--- config.mk ---
export PLATFORM = sky130hd
export DESIGN_NAME = alu_result_stage
export DESIGN_NICKNAME = d
export VERILOG_FILES = /design/src/rtl/alu_pkg.sv /design/src/rtl/alu_flag_gen.sv /design/src/rtl/alu_result_stage.sv
export SDC_FILE = /design/constraint.sdc
export NUM_CORES = 1
export LEC_CHECK = 0
export ABC_AREA = 1
export CAP_MARGIN = 25
export CORE_MARGIN = 3
export CORE_UTILIZATION = 50
export DETAILED_ROUTE_END_ITERATION = 10
export GPL_TIMING_DRIVEN = 0
export PLACE_DENSITY = 0.77
export SLEW_MARGIN = 25
export SYNTH_ARGS = -nofsm -noshare
export SYNTH_HDL_FRONTEND = slang
export SYNTH_HIERARCHICAL = 1
export SYNTH_SLANG_ARGS = --single-unit
export TNS_END_PERCENT = 50
--- constraint.sdc ---
create_clock -name CLK -period 2.25 [get_ports CLK]
set_input_delay 0.225 -clock CLK [delete_from_list [all_inputs] [get_ports CLK]]
set_output_delay 0.225 -clock CLK [all_outputs]
set_load 0.03 [all_outputs]
--- src/rtl/alu_pkg.sv ---
// Shared definitions for the ALU result stage: buffer state encoding,
// entry field widths and the bit order of the stored flag vector.
package alu_pkg;

    typedef enum logic [1:0] {
        ST_EMPTY = 2'b00,
        ST_BUSY  = 2'b01,
        ST_FULL  = 2'b10
    } state_e;

    localparam int OP_W   = 2;
    localparam int FLAG_W = 4;
    localparam int CNT_W  = 8;

    // Flag vector layout {DIS,P,N,Z}
    localparam int FLAG_Z   = 0;
    localparam int FLAG_N   = 1;
    localparam int FLAG_P   = 2;
    localparam int FLAG_DIS = 3;

endpackage

--- src/rtl/alu_flag_gen.sv ---
// Combinational status flags for a mux result, evaluated on the capture
// path so they are stored alongside the data they describe.
module alu_flag_gen #(
    parameter int W = 8
) (
    input  logic [W-1:0] y_i,
    input  logic         n_en_i,
    output logic         z_o,
    output logic         n_o,
    output logic         p_o,
    output logic         dis_o
);

    assign z_o   = ~|y_i;
    assign n_o   = y_i[W-1];
    assign p_o   = ^y_i;
    assign dis_o = ~n_en_i;

endmodule

--- src/rtl/alu_result_stage.sv ---
// Registered output stage behind the ALU result mux: two-entry skid buffer
// (main drives the outputs, skid absorbs one stall) plus a delivery counter.
module alu_result_stage
    import alu_pkg::*;
#(
    parameter int W = 8
) (
    input  logic             CLK,
    input  logic             nRST,
    input  logic [W-1:0]     Y,
    input  logic [OP_W-1:0]  S,
    input  logic             nEN,
    input  logic             IN_VALID,
    output logic             IN_READY,
    output logic [W-1:0]     R,
    output logic [OP_W-1:0]  OP,
    output logic             Z,
    output logic             N,
    output logic             P,
    output logic             DIS,
    output logic             OUT_VALID,
    input  logic             OUT_READY,
    output logic [CNT_W-1:0] CNT,
    output logic [1:0]       DBG_STATE
);

    // Handshake: a beat transfers on a rising edge where valid and ready are
    // both high; valid never waits on ready, and a source holding valid keeps
    // its payload unchanged until the transfer happens.

    state_e state_q, state_d;
    logic   ready_q, ready_d;
    logic   acc, dlv;
    logic   out_valid;
    logic   load_main_in, load_main_skid, load_skid;

    logic              fz, fn, fp, fdis;
    logic [FLAG_W-1:0] in_flags;

    logic [W-1:0]      main_y_q, skid_y_q;
    logic [OP_W-1:0]   main_op_q, skid_op_q;
    logic [FLAG_W-1:0] main_flags_q, skid_flags_q;
    logic [CNT_W-1:0]  cnt_q;

    alu_flag_gen #(.W(W)) u_flag_gen (
        .y_i    (Y),
        .n_en_i (nEN),
        .z_o    (fz),
        .n_o    (fn),
        .p_o    (fp),
        .dis_o  (fdis)
    );

    assign in_flags = {fdis, fp, fn, fz};
    assign acc      = IN_VALID & ready_q;
    assign dlv      = out_valid & OUT_READY;

    always_ff @(posedge CLK or negedge nRST) begin
        if (!nRST) begin
            state_q <= ST_EMPTY;
            ready_q <= 1'b0;
        end else begin
            state_q <= state_d;
            ready_q <= ready_d;
        end
    end

    always_comb begin
        state_d = ST_EMPTY;
        case (state_q)
            ST_EMPTY: state_d = acc ? ST_BUSY : ST_EMPTY;
            ST_BUSY: begin
                if (acc && !dlv)      state_d = ST_FULL;
                else if (dlv && !acc) state_d = ST_EMPTY;
                else                  state_d = ST_BUSY;
            end
            ST_FULL:  state_d = dlv ? ST_BUSY : ST_FULL;
            default:  state_d = ST_EMPTY;
        endcase
    end

    always_comb begin
        out_valid      = (state_q == ST_BUSY) || (state_q == ST_FULL);
        ready_d        = (state_d != ST_FULL);
        load_main_in   = acc && ((state_q == ST_EMPTY) || ((state_q == ST_BUSY) && dlv));
        load_main_skid = (state_q == ST_FULL) && dlv;
        load_skid      = (state_q == ST_BUSY) && acc && !dlv;
    end

    always_ff @(posedge CLK or negedge nRST) begin
        if (!nRST) begin
            main_y_q     <= '0;
            main_op_q    <= '0;
            main_flags_q <= '0;
            skid_y_q     <= '0;
            skid_op_q    <= '0;
            skid_flags_q <= '0;
        end else begin
            if (load_main_in) begin
                main_y_q     <= Y;
                main_op_q    <= S;
                main_flags_q <= in_flags;
            end else if (load_main_skid) begin
                main_y_q     <= skid_y_q;
                main_op_q    <= skid_op_q;
                main_flags_q <= skid_flags_q;
            end
            if (load_skid) begin
                skid_y_q     <= Y;
                skid_op_q    <= S;
                skid_flags_q <= in_flags;
            end
        end
    end

    always_ff @(posedge CLK or negedge nRST) begin
        if (!nRST) cnt_q <= '0;
        else if (dlv) cnt_q <= cnt_q + 1'b1;
    end

    assign IN_READY  = ready_q;
    assign OUT_VALID = out_valid;
    assign R         = main_y_q;
    assign OP        = main_op_q;
    assign Z         = main_flags_q[FLAG_Z];
    assign N         = main_flags_q[FLAG_N];
    assign P         = main_flags_q[FLAG_P];
    assign DIS       = main_flags_q[FLAG_DIS];
    assign CNT       = cnt_q;
    assign DBG_STATE = state_q;

endmodule

## After elaboration in Yosys (flattened, before gate mapping)

Cells that the tools add are included.

| storage, ports and cells | value |
|---|---|
| bits in registers | 39 |
| logic and storage cells | 43 |
| input bits | 15 |

| operators by class | value |
|---|---|
| reduce and logical (&&, ||, !) cells | 16 |
| equal/unequal tests | 3 |
| muxes and demuxes | 11 |
| bitwise operators | 3 |
| add/subtract/negate cells | 1 |

Operator list:

| kind | number |
|---|---|
| $mux W8 | 2 |
| $add A8 B1 Y8 const B | 1 |
| $mux W2 | 4 |
| $mux W4 | 2 |
| $reduce_or A8 Y1 | 1 |
| $reduce_xor A8 Y1 | 1 |
| $logic_and A1 B1 Y1 | 7 |
| $pmux W2 S3 | 1 |
| $logic_not A1 Y1 | 3 |
| $and A1 B1 Y1 | 2 |
| $eq A2 B1 Y1 const B | 1 |
| $eq A2 B2 Y1 const B | 1 |
| $logic_not A2 Y1 | 1 |
| $logic_or A1 B1 Y1 | 2 |
| $mux W1 | 2 |
| $ne A2 B2 Y1 const B | 1 |
| $reduce_bool A2 Y1 | 1 |
| $not A1 Y1 | 1 |

## Longest topological paths before layout

| logic depth | value |
|---|---|
| depth in word-level cells | 8 |
| gate-level depth with buffers | 11 |
| mapped depth without buffers | 11 |

## By module

Netlist, hierarchy kept.

Modules (own cells, without submodules):

| module | times used | sequential area each (sq um) | cells each | area an instance (sq um) |
|---|---|---|---|---|
| alu_result_stage | 1 | 975.9 | 238 | 1938.1 |
| alu_flag_gen | 1 | 0.0 | 36 | 176.4 |

## Least setup slack after synthesis

No wires, ideal clock.

| timing path | value |
|---|---|
| kind | register to register |
| start point | register state_q[0] (netlist: DBG_STATE[0]) |
| end point | register ready_q (netlist: IN_READY) |
| data arrival time | 1930 ps |
| stages on the path, launching flop included | 9 |
| required time | 2125 ps |
| period minus slack after synthesis | 2055 ps |
| path buffers | 0 |
| setup time | 125 ps |
| slack | 195 ps |
| cells stage by stage | dfrtp_1 -> inv_1 -> ha_1 -> nand2_2 -> ha_1 -> nand2_1 -> nand2_1 -> a21oi_1 -> nand2_1 |

| between the ends | value |
|---|---|
| cells in the longest elaborated chain, start to end | 8 |

Ends and longest elaborated chain:

| item | RTL line | source |
|---|---|---|
| start: declaration | alu_result_stage.sv:31 | `state_e state_q, state_d;` |
| start signal: assignment | alu_result_stage.sv:63 | `state_q <= state_d;` |
| $eq A2 B1 Y1 / $eq A2 B2 Y1 (equally long branches) | alu_result_stage.sv:83 | `out_valid = (state_q == ST_BUSY) \|\| (state_q == ST_FULL);` |
| $logic_or A1 B1 Y1 (*) | alu_result_stage.sv:83 |  |
| via OUT_VALID | alu_result_stage.sv:21 | `output logic OUT_VALID,` |
| $and A1 B1 Y1 (*) | alu_result_stage.sv:56 | `assign dlv = out_valid & OUT_READY;` |
| $logic_and A1 B1 Y1 / $logic_not A1 Y1 (equally long branches) | alu_result_stage.sv:74, alu_result_stage.sv:73 |  |
| $mux W1 / $logic_and A1 B1 Y1 (equally long branches) | alu_result_stage.sv:74, alu_result_stage.sv:73 |  |
| $mux W2 | alu_result_stage.sv:73 | `if (acc && !dlv) state_d = ST_FULL;` |
| $pmux W2 S3 (*) | alu_result_stage.sv:70 | `case (state_q)` |
| $ne A2 B2 Y1 (*) | alu_result_stage.sv:84 | `ready_d = (state_d != ST_FULL);` |
| via ready_d | alu_result_stage.sv:32 | `logic ready_q, ready_d;` |
| end signal: assignment | alu_result_stage.sv:64 | `ready_q <= ready_d;` |
| end: declaration | alu_result_stage.sv:32 |  |

The timed path passes the listed nets; every way through them passes the cells marked *.
A chain may end at the register's enable or synchronous reset.

## Worst setup path after layout

| timing path | value |
|---|---|
| start point | register state_q[0] (netlist: DBG_STATE[0]) |
| end point | output OUT_VALID |

| between the ends | value |
|---|---|
| cells in the longest elaborated chain, start to end | 2 |

Ends and longest elaborated chain:

| item | RTL line |
|---|---|
| $eq A2 B1 Y1 / $eq A2 B2 Y1 (equally long branches) | alu_result_stage.sv:83 |
| $logic_or A1 B1 Y1 (*) | alu_result_stage.sv:83 |
| end: declaration | alu_result_stage.sv:21 |

Mark *: on every way between the ends. The rest lies on a longest branch, timed or not.

==> results.md <==
- Antenna fix cells: 0
- Number of placed instances with taps included: 365
- Via count of the first global-routing pass: 1883
- Relative max-transition margin: 0.6986
- Worst-skew pair later-pin latency: 0.29 ns
- Dominant cells by area after synthesis: sky130_fd_sc_hd__dfrtp_1 (46%), sky130_fd_sc_hd__nand2_1 (19%), sky130_fd_sc_hd__nand3_1 (7.8%), sky130_fd_sc_hd__inv_1 (6.9%), sky130_fd_sc_hd__ha_1 (5.9%)
- Count of cells resized by post-cts repair: 0
- Total area of multi-input combinational cells: 915.9 um2
- Number of violations of the max-capacitance limit: 0
- Area fraction of the dominant cell type after synthesis: 0.4615
- Final Cell Area: 2728 um2
- Yosys reg bits: 39
- Length of the first detailed-routing pass in iterations: 5
- Average wire per cell in the routed design: 12.62 um
- Clock root cell: sky130_fd_sc_hd__clkbuf_8
- Met1 wire length: 2054 um
- Type of destination of the critical path: output port
- Drt drc: 0
- Max FO, Critical Path: 5
- Cell taking the most area after synthesis: sky130_fd_sc_hd__dfrtp_1
- Top-level I/O count: 41
- Nature of the critical path startpoint: flop
- Largest incremental delay on the critical path: 0.71 ns
- Total power after layout: 4056 uW
- Count of vias placed by the detailed router: 1856
- Final weighted congestion of routability-driven global placement: 0.8345
- Path type of the worst min-delay path: in -> async
- Antenna violations before repair: 0
- Final worst-path cycle share: 0.9268
- Worst-margin pin slew: 0.4520 ns
- WL met3: 277 um
- Area growth, synth to finish: 28.99%
- Total wire length after detailed routing: 4721 um
- Post-layout util: 0.6770
- Standard cell core area: 4029 um2
- Total of buffers placed on input and output ports: 40
- LEAKAGE: 0.001460 uW
- Non-filler instance count after layout: 374
- Critical path class: reg -> out
- Height of the chip: 71.03 um
- # rows: 23
- Cell count after synthesis: 274
- Outcome: complete, no violations
- Layout Skew: 0.007013 ns
- TritonCTS buffer count: 5
- Sum of overflow across all layers after global routing: 0
- Vias per std cell: 4.963
- Cells traversed along the worst timing path: inv_1, ha_1, clkdlybuf4s50_1
- Post-synth design cell area: 2115 um2
- DR top layer: met4
- Highest clock frequency the design can meet: 479.6 MHz
- Overall track demand over capacity in global routing: 0.2151
- Hold slack final: 0.4075 ns
- Clock sinks: 39
- Initial cell density of the core: 0.5248
- Post-Syn Nets: 299
- Data arrival time of the critical path: 1.86 ns
- Met2 wire length: 2315 um
- FF/Latch Area: 975.9 um2
- Count of cell types in the netlist: 23
- Post-detail-place hpwl: 3484 um
- Count of antenna-violating nets left after detailed routing: 0
- Seq/Total Area, Yosys: 0.4615
- Setup-failing EPs final: 0
- Die area: 5045 um2
- Wire length of the first global-routing pass: 8618 um
- CTS tree: done
- Worst VDD drop: 0.0009564 V
- Total cell area at the placement stage: 2600 um2
- Clock input transition at the sequential cells of the worst setup and hold paths: 0.08 ns
- Post-CTS setup buffer count: 0
- Areal power density over the cells: 1487 nW/um2
- Largest net degree at the start of global routing: 23
- Number of nets in the layout: 348
- Final hold viol count: 0
- RSZ-0062 raised after global routing: false
- Total number of H-tree levels: 2
- Yosys warning count: 6
- Crit path required time: 2.03 ns
- Maximum clock path buffer count: 2
- Horizontal die dimension: 71.03 um
- FILL cells: 334
- Final Max Tran Viols: 0
- Min Clock Period, post-route: 2.085 ns
- Ratio of cells with drive above 1 in the final layout: 0.08642
- Syn_area_per_cell: 7.717 um2
- Slowest library cell on the worst path: sky130_fd_sc_hd__clkdlybuf4s50_1
- Initial DRC count: 149
## cell type report
type	instances	share of cell area
Timing Repair Buffer	42	0.1587
Tap cell	50	0.02294
Buffer	9	0.02523
Inverter	41	0.05642
Sequential cell	39	0.3578
Clock inverter	2	0.01284
Clock buffer	6	0.03028
Multi-Input combinational cell	185	0.3358
## stage by stage
step                      setup TNS (ns)  worst slack, ns
after floorplan                        0           0.1954
after global placement           -0.2930        -0.009828
after detailed placement               0           0.3624
after CTS                              0           0.1466
after global routing                   0          0.07653
final                                  0           0.1648
## cell families (layout without fill, tap and decap cells)
group | Yosys count | in the layout | synth area share
compound gates | 17 | 17 | 0.04024
xor+xnor | 3 | 3 | 0.01243
fa+ha+maj | 10 | 10 | 0.05917
simple gates | 155 | 155 | 0.3213
buf+inv | 50 | 100 | 0.1053
flops | 39 | 39 | 0.4615
## layer usage
| layer | track usage | vias up |
|---|---|---|
| met3 | 0.05256 | 8 |
| met2 | 0.3697 | 48 |
| met5 | 0 | - |
| met1 | 0.2660 | 859 |
| met4 | 0.06889 | 0 |
| li1 | - | 941 |
## registers in the layout (all words and copies together), names as in the netlist
| signal | cells |
|---|---|
| skid_op_q | 2 |
| main_flags_q | 4 |
| CNT | 8 |
| DBG_STATE | 2 |
| R | 8 |
| IN_READY | 1 |
| skid_flags_q | 4 |
| skid_y_q | 8 |
| OP | 2 |
## power breakdown
group	internal, uW	switching (uW)	leakage (uW)
sequential	1030	213	0.000477
combinational	865	1350	0.000921
clock	359	245	0.0000612
total	2250	1800	0.00146
## worst max-delay path, delay by kind of cell (launching register included)
family	cells	cell delay, ns
fa+ha+maj	1	0.38
buf+inv	2	0.79
flops	1	0.40
## worst paths after layout
path / startpoint / endpoint / slack [ns] / cells past startpoint
max in group asynchronous: nRST / CNT[7] / 1.38 / 3
min in group CLK: skid_y_q[0] / skid_y_q[0] / 0.49 / 2
worst max-delay path: DBG_STATE[0] / OUT_VALID / 0.16 / 3
worst min register to register: skid_y_q[0] / skid_y_q[0] / 0.49 / 2
worst min-delay path: nRST / R[0] / 0.41 / 2
worst max register to register: DBG_STATE[0] / DBG_STATE[0] / 0.48 / 8
## Yosys cell counts
cell type	n
sky130_fd_sc_hd__a21oi_1	2
sky130_fd_sc_hd__o21ai_0	3
sky130_fd_sc_hd__xnor2_1	1
sky130_fd_sc_hd__nor2_1	4
sky130_fd_sc_hd__nand3_4	1
sky130_fd_sc_hd__xor2_1	2
sky130_fd_sc_hd__nand3b_1	1
sky130_fd_sc_hd__buf_4	5
sky130_fd_sc_hd__dfrtp_1	39
sky130_fd_sc_hd__ha_1	10
sky130_fd_sc_hd__inv_1	39
sky130_fd_sc_hd__nand2_4	2
sky130_fd_sc_hd__nor2_2	2
sky130_fd_sc_hd__buf_2	1
sky130_fd_sc_hd__inv_2	2
sky130_fd_sc_hd__nand2_2	2
sky130_fd_sc_hd__nand2_1	106
sky130_fd_sc_hd__buf_1	1
sky130_fd_sc_hd__nand4_1	3
sky130_fd_sc_hd__o21ai_1	12
sky130_fd_sc_hd__buf_6	2
sky130_fd_sc_hd__nand3_1	33
sky130_fd_sc_hd__nand3_2	1
## layout by cell type (no fill, tap or decap), types with 2 or more instances in the layout
master	count
sky130_fd_sc_hd__inv_2	2
sky130_fd_sc_hd__o21ai_1	12
sky130_fd_sc_hd__clkdlybuf4s50_1	39
sky130_fd_sc_hd__nand2_2	2
sky130_fd_sc_hd__dfrtp_1	39
sky130_fd_sc_hd__nand3_1	33
sky130_fd_sc_hd__nand4_1	3
sky130_fd_sc_hd__ha_1	10
sky130_fd_sc_hd__xor2_1	2
sky130_fd_sc_hd__nor2_2	2
sky130_fd_sc_hd__nor2_1	4
sky130_fd_sc_hd__nand2_4	2
sky130_fd_sc_hd__buf_6	2
sky130_fd_sc_hd__o21ai_0	3
sky130_fd_sc_hd__clkbuf_8	6
sky130_fd_sc_hd__a21oi_1	2
sky130_fd_sc_hd__buf_4	5
sky130_fd_sc_hd__buf_2	2
sky130_fd_sc_hd__nand2_1	106
sky130_fd_sc_hd__inv_1	39
## what timing repair did
| action | 4_1_cts | 5_1_grt |
|---|---|---|
| endpoints found under the setup margin | 0 | 0 |
| hold buffers | 1 | 0 |
| hold endpoints to repair | 17 | 0 |
No activity file was read; power rests on OpenSTA's default activity.
